**src/rtl/q8_8_pkg.sv**
```systemverilog
// Shared Q8.8 definitions: word format, op codes and the result-buffer state encoding.
package q8_8_pkg;

  localparam int Q88_WIDTH = 16;
  localparam int Q88_FRAC  = 8;
  localparam logic [Q88_WIDTH-1:0] Q88_MAX = 16'hFFFF;

  localparam logic OP_ADD = 1'b0;
  localparam logic OP_SUB = 1'b1;

  typedef enum logic [1:0] {
    EMPTY = 2'd0,
    ONE   = 2'd1,
    FULL  = 2'd2
  } buf_state_e;

endpackage

```
**src/rtl/q8_8_narrow.sv**
```systemverilog
// Narrows a 17-bit raw add/sub result to Q8.8 and flags add overflow.
// Q8_8_RESULT_SAT_EN selects clamping to all-ones; otherwise overflowing results wrap.
module q8_8_narrow
  import q8_8_pkg::*;
#(
  parameter int W = Q88_WIDTH
) (
  input  logic [W:0]   result,
  input  logic         add_sub,
  output logic [W-1:0] data,
  output logic         ovf
);

  // A carry on a subtract cannot come from a valid magnitude and is dropped silently.
  assign ovf = (add_sub == OP_ADD) && result[W];

`ifdef Q8_8_RESULT_SAT_EN
  assign data = ovf ? {W{1'b1}} : result[W-1:0];
`else
  assign data = result[W-1:0];
`endif

endmodule

```
**src/rtl/q8_8_result_stage.sv**
```systemverilog
// Registered Q8.8 result stage: narrowing, 2-entry skid buffer and overflow status.
// Overflow saturation is enabled by defining Q8_8_RESULT_SAT_EN.
module q8_8_result_stage
  import q8_8_pkg::*;
#(
  parameter int BUS_WIDTH = 16,
  parameter int CNT_WIDTH = 8
) (
  input  logic                 clk,
  input  logic                 rst,
  input  logic                 in_valid,
  output logic                 in_ready,
  input  logic [BUS_WIDTH:0]   in_result,
  input  logic                 in_add_sub,
  output logic                 out_valid,
  input  logic                 out_ready,
  output logic [BUS_WIDTH-1:0] out_data,
  output logic                 out_ovf,
  output logic                 sticky_ovf,
  output logic [CNT_WIDTH-1:0] ovf_count,
  input  logic                 stat_clr
);

  // Handshake: a transfer happens on a rising edge where valid && ready on that side.
  buf_state_e state, state_next;

  logic [BUS_WIDTH-1:0] head_data, tail_data, nar_data;
  logic                 head_ovf, tail_ovf, nar_ovf;
  logic                 accept, produce;

  q8_8_narrow #(.W(BUS_WIDTH)) u_narrow (
    .result  (in_result),
    .add_sub (in_add_sub),
    .data    (nar_data),
    .ovf     (nar_ovf)
  );

  assign accept  = in_valid && in_ready;
  assign produce = out_valid && out_ready;

  always_ff @(posedge clk) begin
    if (rst) state <= EMPTY;
    else     state <= state_next;
  end

  always_comb begin
    state_next = state;
    unique case (state)
      EMPTY: if (accept) state_next = ONE;
      ONE: begin
        if (accept && !produce)      state_next = FULL;
        else if (!accept && produce) state_next = EMPTY;
      end
      FULL:    if (produce) state_next = ONE;
      default: state_next = EMPTY;
    endcase
  end

  // in_ready looks only at registered state, never at out_ready.
  always_comb begin
    out_valid = (state != EMPTY);
    in_ready  = !rst && (state != FULL);
  end

  always_ff @(posedge clk) begin
    if (rst) begin
      head_data <= '0;
      head_ovf  <= 1'b0;
      tail_data <= '0;
      tail_ovf  <= 1'b0;
    end else begin
      if (accept && (state == EMPTY || (state == ONE && produce))) begin
        head_data <= nar_data;
        head_ovf  <= nar_ovf;
      end else if (accept && state == ONE) begin
        tail_data <= nar_data;
        tail_ovf  <= nar_ovf;
      end else if (produce && state == FULL) begin
        head_data <= tail_data;
        head_ovf  <= tail_ovf;
      end
    end
  end

  assign out_data = head_data;
  assign out_ovf  = head_ovf;

  // An accepted overflow beats a same-cycle clear, leaving a count of one.
  always_ff @(posedge clk) begin
    if (rst) begin
      sticky_ovf <= 1'b0;
      ovf_count  <= '0;
    end else if (accept && nar_ovf) begin
      sticky_ovf <= 1'b1;
      if (stat_clr)               ovf_count <= {{(CNT_WIDTH-1){1'b0}}, 1'b1};
      else if (ovf_count != '1)   ovf_count <= ovf_count + 1'b1;
    end else if (stat_clr) begin
      sticky_ovf <= 1'b0;
      ovf_count  <= '0;
    end
  end

endmodule

```
**config.mk**
```make
export PLATFORM = sky130hd
export DESIGN_NAME = q8_8_result_stage
export DESIGN_NICKNAME = d
export VERILOG_FILES = /design/src/rtl/q8_8_pkg.sv /design/src/rtl/q8_8_narrow.sv /design/src/rtl/q8_8_result_stage.sv
export SDC_FILE = /design/constraint.sdc
export NUM_CORES = 1
export LEC_CHECK = 0
export CAP_MARGIN = 30
export CORE_ASPECT_RATIO = 0.75
export CORE_UTILIZATION = 45
export DETAILED_ROUTE_END_ITERATION = 7
export PLACE_DENSITY_LB_ADDON = 0.05
export SLEW_MARGIN = 15
export SYNTH_ARGS = -nofsm -noshare
export SYNTH_HDL_FRONTEND = slang
export SYNTH_HIERARCHICAL = 1
export SYNTH_SLANG_ARGS = --single-unit
```
**constraint.sdc**
```tcl
create_clock -name clk -period 1.7 [get_ports clk]
set_input_delay 0.425 -clock clk [delete_from_list [all_inputs] [get_ports clk]]
set_output_delay 0.425 -clock clk [all_outputs]
set_load 0.05 [all_outputs]
```
# [Word-level counts from Yosys, hierarchy flattened]
# Index checks and enable logic that the tools add are counted.
[classes] n_reduce_logical=24 bitwise=2 n_addsub=1 eq_ne=8 mux=17
[op_table] op="$mux W16" n=3
[op_table] op="$mux W8" n=4
[op_table] op="$logic_and A1 B1 Y1" n=11
[op_table] op="$add A8 B1 Y8 const B" n=1
[op_table] op="$mux W2" n=4
[op_table] op="$ne A2 B2 Y1 const B" n=4
[op_table] op="$ne A8 B8 Y1 const B" n=1
[op_table] op="$reduce_bool A2 Y1" n=4
[op_table] op="$pmux W2 S3" n=1
[op_table] op="$reduce_and A2 Y1" n=3
[op_table] op="$mux W1" n=5
[op_table] op="$logic_not A1 Y1" n=3
[op_table] op="$ne A3 B3 Y1 const B" n=1
[op_table] op="$reduce_and A3 Y1" n=1
[op_table] op="$eq A2 B1 Y1 const B" n=1
[op_table] op="$eq A2 B2 Y1 const B" n=1
[op_table] op="$logic_not A2 Y1" n=1
[op_table] op="$not A1 Y1" n=2
[op_table] op="$logic_or A1 B1 Y1" n=1
[word_totals] out_inout_bits=28 word_cells=59 inputBits=23 ff_bits=45

# [Depth between registers and ports, before layout]
[logic_depth] ltp_word=8 mapped_depth=9 mapped_depth_nobuf=6

# [Modules after synthesis]
# Netlist, hierarchy kept.
[modules_own_cells] mod="q8_8_result_stage" n_inst=1 area_per_inst_um2=2157.1 cells_per_inst=234 seq_area_each_um2=900.9
[modules_own_cells] mod="q8_8_narrow" n_inst=1 area_per_inst_um2=133.9 cells_per_inst=17 seq_area_each_um2=0.0

# [Least setup slack after synthesis]
# OpenSTA, ideal clock, no wires.
[synth_path] path_kind="input port to output port" startpoint="input rst" endpoint="output in_ready" path_stages=4 t_arrival_ns=1.632 path_slack_ns=-0.357 t_required_ns=1.275 n_path_buf=3 path_cell_list="buf_2 buf_2 buf_1 nor2_1"
[synth_via] elab_chain_cells=2
[synth_lines] element="start: declaration" line="q8_8_result_stage.sv:10" text="input logic rst,"
[synth_lines] element="$logic_not A1 Y1" line="q8_8_result_stage.sv:62" text="in_ready = !rst && (state != FULL);"
[synth_lines] element="$logic_and A1 B1 Y1" line="q8_8_result_stage.sv:62"
[synth_lines] element="end: declaration" line="q8_8_result_stage.sv:12" text="output logic in_ready,"
# No other way between the ends.

# [Final worst setup path]
[layout_path] startpoint="input out_ready" endpoint="register head_data[11] (netlist: out_data[11])"
[layout_via] elab_chain_cells=6 word_cells_on_any_way=9 cone_classes="eq/ne (1); mux (1); reduce/logical (7)"
[layout_lines] element="start: declaration" line="q8_8_result_stage.sv:16" text="input logic out_ready,"
[layout_lines] element="$logic_and A1 B1 Y1 *" line="q8_8_result_stage.sv:39" text="assign produce = out_valid && out_ready;"
[layout_lines] element="$logic_and A1 B1 Y1" line="q8_8_result_stage.sv:72" text="if (accept && (state == EMPTY || (state == ONE && produce))) begin"
[layout_lines] element="$logic_or A1 B1 Y1" line="q8_8_result_stage.sv:72"
[layout_lines] element="$logic_and A1 B1 Y1" line="q8_8_result_stage.sv:72"
[layout_lines] element="$ne A2 B2 Y1 (no line) or $reduce_bool A2 Y1 (tied branches)"
[layout_lines] element="$reduce_and A2 Y1 (no line)"
[layout_lines] element="end signal: assignment" line="q8_8_result_stage.sv:73" text="head_data <= nar_data;"
[layout_lines] element="end signal: assignment" line="q8_8_result_stage.sv:79" text="head_data <= tail_data;"
[layout_lines] element="end: declaration" line="q8_8_result_stage.sv:27" text="logic [BUS_WIDTH-1:0] head_data, tail_data, nar_data;"
# Mark *: on every way between the ends. The rest lies on a longest branch, timed or not.
# A chain may end at the register's enable or synchronous reset.

==> impl_summary.md <==
Synthesis
Counting flops and latches in the post-synthesis netlist gives 45. The synthesis warning total is 6. The share of synthesized area in the top cell type comes to 39.3%.

The distinct cell type count after synthesis is 42. Counting instances in the post-synthesis netlist gives the leading cell types as dfxtp_1 (45), nor2_1 (41), nand2_1 (28). Ranked by total cell area, the synthesized netlist is headed by dfxtp_1 (39%), a311oi_2 (11%), mux2i_1 (7.0%).

The total standard cell area after synthesis is 2290 um2. Synthesis produced a netlist with a net count of 276. After synthesis, flip-flops and latches occupy 39.3% of the total area. Yosys mapped a number of flops with a built-in enable equal to 0. In this run the mean area of a mapped cell was 9.13 um2. Yosys instantiated no cell more often than dfxtp_1. The instance count of the mapped netlist is 251. The dominant cell type by area after synthesis is dfxtp_1. The share of flip-flops with an asynchronous set or reset after synthesis is 0%. The most used flip-flop cell after synthesis is dfxtp_1.

Finish
The post-layout instance area is 3020 um2. The number of fillers in the final layout is 426. At the end of the flow, the number of nets in the layout was 324.

The synthesis-to-finish area growth is 32.0%. The post-route netlist has 33.7% of its cells at a drive strength greater than 1. Once layout is complete, the cells apart from fillers number 360. The share of the core filled with cells is 61.7%.

0 antenna diodes ended up in the layout.

Setup path
The endpoint type of the worst setup path is a register. The worst setup path is launched from an input pin. Traced cell by cell, the critical path runs through clkdlybuf4s50_1 -> nand2b_2 -> or3b_4 -> clkbuf_16 -> nor2_2 -> a311oi_2. The kind of critical path is input pin to register. Data on the critical path arrives at its endpoint at 1840 ps. The slowest stage cell on the critical path is clkdlybuf4s50_1.

The maximum fanout along the worst path is 17. STA puts the critical path data required time at 1880 ps. In this design, the stage delay of the slowest critical-path cell is 480 ps. In this run the register-to-register setup slack is 100 ps.

Place
The total placed cells including tap cells is 350. The count of buffers added on input and output ports is 50. At the end of routability-driven placement, the weighted congestion stood at 0.774. Timing analysis after detailed placement gives a worst setup slack of -355 ps. The instance area after placement is 2860 um2.

Detailed placement finished with a half-perimeter wire length of 3300 um.

STA
The worst path uses 97.4% of the clock period. Between clock sinks in the finished design, the worst skew comes to 6.79 ps. The hold slack is 462 ps.

The number of pins exceeding their max-slew limit in the final report was 0. At the pin with the least slew margin, the transition time is 424 ps. Based on the critical path, the design can be clocked at up to 0.604 GHz.

The remaining max-slew budget at the tightest pin is 71.8%. Setup total negative slack on the finished layout was measured at 0 ps. Setup violations remaining at the end of the flow were counted as 0.

Setup repair after global routing could not meet its margin everywhere. The post-layout minimum cycle time is 1660 ps. The least setup slack across all paths after layout is 44.3 ps.

The total count of hold-check failures in the final report is 0.

Floorplan
The core region area is 4900 um2. 51 I/O pins were placed. The number of placement rows is 22. The area enclosed by the die boundary is 5380 um2. The floorplan step set the die width to 84.4 um. The vertical extent of the die is 63.8 um. The effective utilization at floorplan is 46.8%.

Power and ir drop
Combinational cells account for 20.2% of the total power. For this design the ratio of total power to cell area is 751 nW/um2. The total leakage power is 1.18 nW. The share of total power consumed by net switching is 30.6%. Across the VDD grid, the largest voltage drop is 0.000331 V. The power share of the sequential group is 49.1%. Cell internal power was estimated by the tool at 1.58 mW. In this run, the clock network consumes 30.7% of the power.

After layout, the design draws a total of 2.27 mW. For this design the total switching power over the nets is 0.695 mW.

Clock network
In this run the clock root is driven by a clkbuf_8. In this run, post-CTS hold repair placed 0 buffers. Buffers inserted during clock tree synthesis total 5. TritonCTS built the clock tree.

The clock passes through at most 2 buffers. The H-tree was split into 2 levels. The clock sink count is 45. The register clock-pin slew on the reported worst setup and hold paths is 90 ps.

At the later pin of the worst-skew pair, clock insertion delay measures 310 ps.

Route
The total wire length after detailed routing is 5060 um. The final route contains 1,920 vias. The antenna violation net count after detailed routing is 0. The first detailed-routing pass took 6 iterations. The met2 wire length is 2090 um. For this run, design rule violations remaining after detail routing come to 4. The highest layer touched by signal routing is met4. The number of violations reported at the end of detailed-routing iteration 0 is 72. The detailed router put a total of 2640 um of wire on met1.

The detailed-routed wire length on met3 is 236 um. The mean routed wirelength per cell is 14.0 um. Dividing the detail-routed via count by the number of cells gives 5.33.

Hold path
The min-delay analysis places its worst path in the category register to register.

Global route
The first global-routing pass estimated 8360 um of wire. The largest net degree at the start of global routing is 35. The number of antenna violations at the first check in global routing is 0. The global-route total usage across every layer is 19.9%. The via count of the first global-routing pass is 1,726. The total grt overflow is 0.

Outcome
The flow ran to the end, but the final reports show violations. The checks that failed: design-rule violations.

Run
The count of max-cap constraint violations is 0.
worst paths after layout:
kind / start / endpoint / cells after the start
worst max register to register: state[0]$_SDFFE_PP0P_ / out_data[7]$_SDFFE_PP0P_ / 7
worst min-delay path: sticky_ovf$_SDFFE_PP0P_ / sticky_ovf$_SDFFE_PP0P_ / 2
worst min register to register: sticky_ovf$_SDFFE_PP0P_ / sticky_ovf$_SDFFE_PP0P_ / 2
worst max-delay path: out_ready / out_data[11]$_SDFFE_PP0P_ / 6
state kept, by name, indices dropped and copies added (netlist names):
name        cells
out_data       16
ovf_count       8
tail_data      16
out_ovf         1
state           2
tail_ovf        1
sticky_ovf      1
power by group through the flow:
stage | combinational [mW] | sequential (mW) | clock, mW
after global placement | 0.442 | 1.14 | 0
final | 0.460 | 1.12 | 0.697
after CTS | 0.447 | 1.12 | 0.710
after global routing | 0.488 | 1.12 | 0.757
after detailed placement | 0.445 | 1.14 | 0
after floorplan | 0.201 | 1.25 | 0
routing by layer:
| layer | track usage, % | up-vias |
|---|---|---|
| li1 | - | 968 |
| met5 | 0 | - |
| met3 | 4.13 | 7 |
| met1 | 28.2 | 901 |
| met4 | 8.26 | 0 |
| met2 | 29.5 | 44 |
worst max-delay path: cells and delay by family:
kind / cells / cell delay, ps
buffers and inverters: 2 / 700
and+or+nand+nor: 3 / 660
AOI/OAI and AO/OA: 1 / 60
area by class of cell:
class	count	area (um2)	share of cell area, %
clock buffer	5	68.8	2.28
clock inverter	3	21.3	0.703
inverter	3	11.3	0.372
multi-input combinational	170	1180	39.0
sequential	45	912	30.2
tap	60	75.1	2.48
timing repair buffer	74	756	25.0
cell usage in the layout (no fill, tap or decap), types with 2 or more instances in the layout:
| master | synthesis | layout |
|---|---|---|
| a21oi_1 | 4 | 4 |
| a311oi_2 | 17 | 17 |
| a31oi_1 | 4 | 4 |
| and3_1 | 3 | 3 |
| and4_1 | 2 | 2 |
| buf_12 | 0 | 9 |
| buf_4 | 17 | 40 |
| clkbuf_16 | 0 | 2 |
| clkbuf_8 | 0 | 5 |
| clkdlybuf4s50_1 | 0 | 20 |
| dfxtp_1 | 45 | 38 |
| dfxtp_2 | 0 | 6 |
| ha_1 | 2 | 2 |
| inv_1 | 3 | 3 |
| mux2i_1 | 16 | 16 |
| nand2_1 | 28 | 28 |
| nand2b_4 | 2 | 2 |
| nand3_1 | 19 | 19 |
| nand4_1 | 3 | 3 |
| nor2_1 | 41 | 36 |
| nor2_2 | 0 | 4 |
| nor3b_1 | 2 | 2 |
| nor4_1 | 2 | 2 |
| o21ai_0 | 4 | 4 |
cells by family (layout without fill, tap and decap cells):
family	Yosys count	after routing	share of synthesized area, %
AOI/OAI and AO/OA	35	35	16.2
adders and majority gates	2	2	1.09
buffers and inverters	36	85	10.3
DFF	45	45	39.3
muxes	16	16	6.99
and+or+nand+nor	117	117	26.1
timing repair:
action / CTS / global route
endpoints found under the setup margin: 12 / 18
setup buffers: 1 / 0
pin swaps: 0 / 1
gates cloned: 0 / 2
gates resized for setup: 4 / 8
Power figures use the tool's default switching activity.
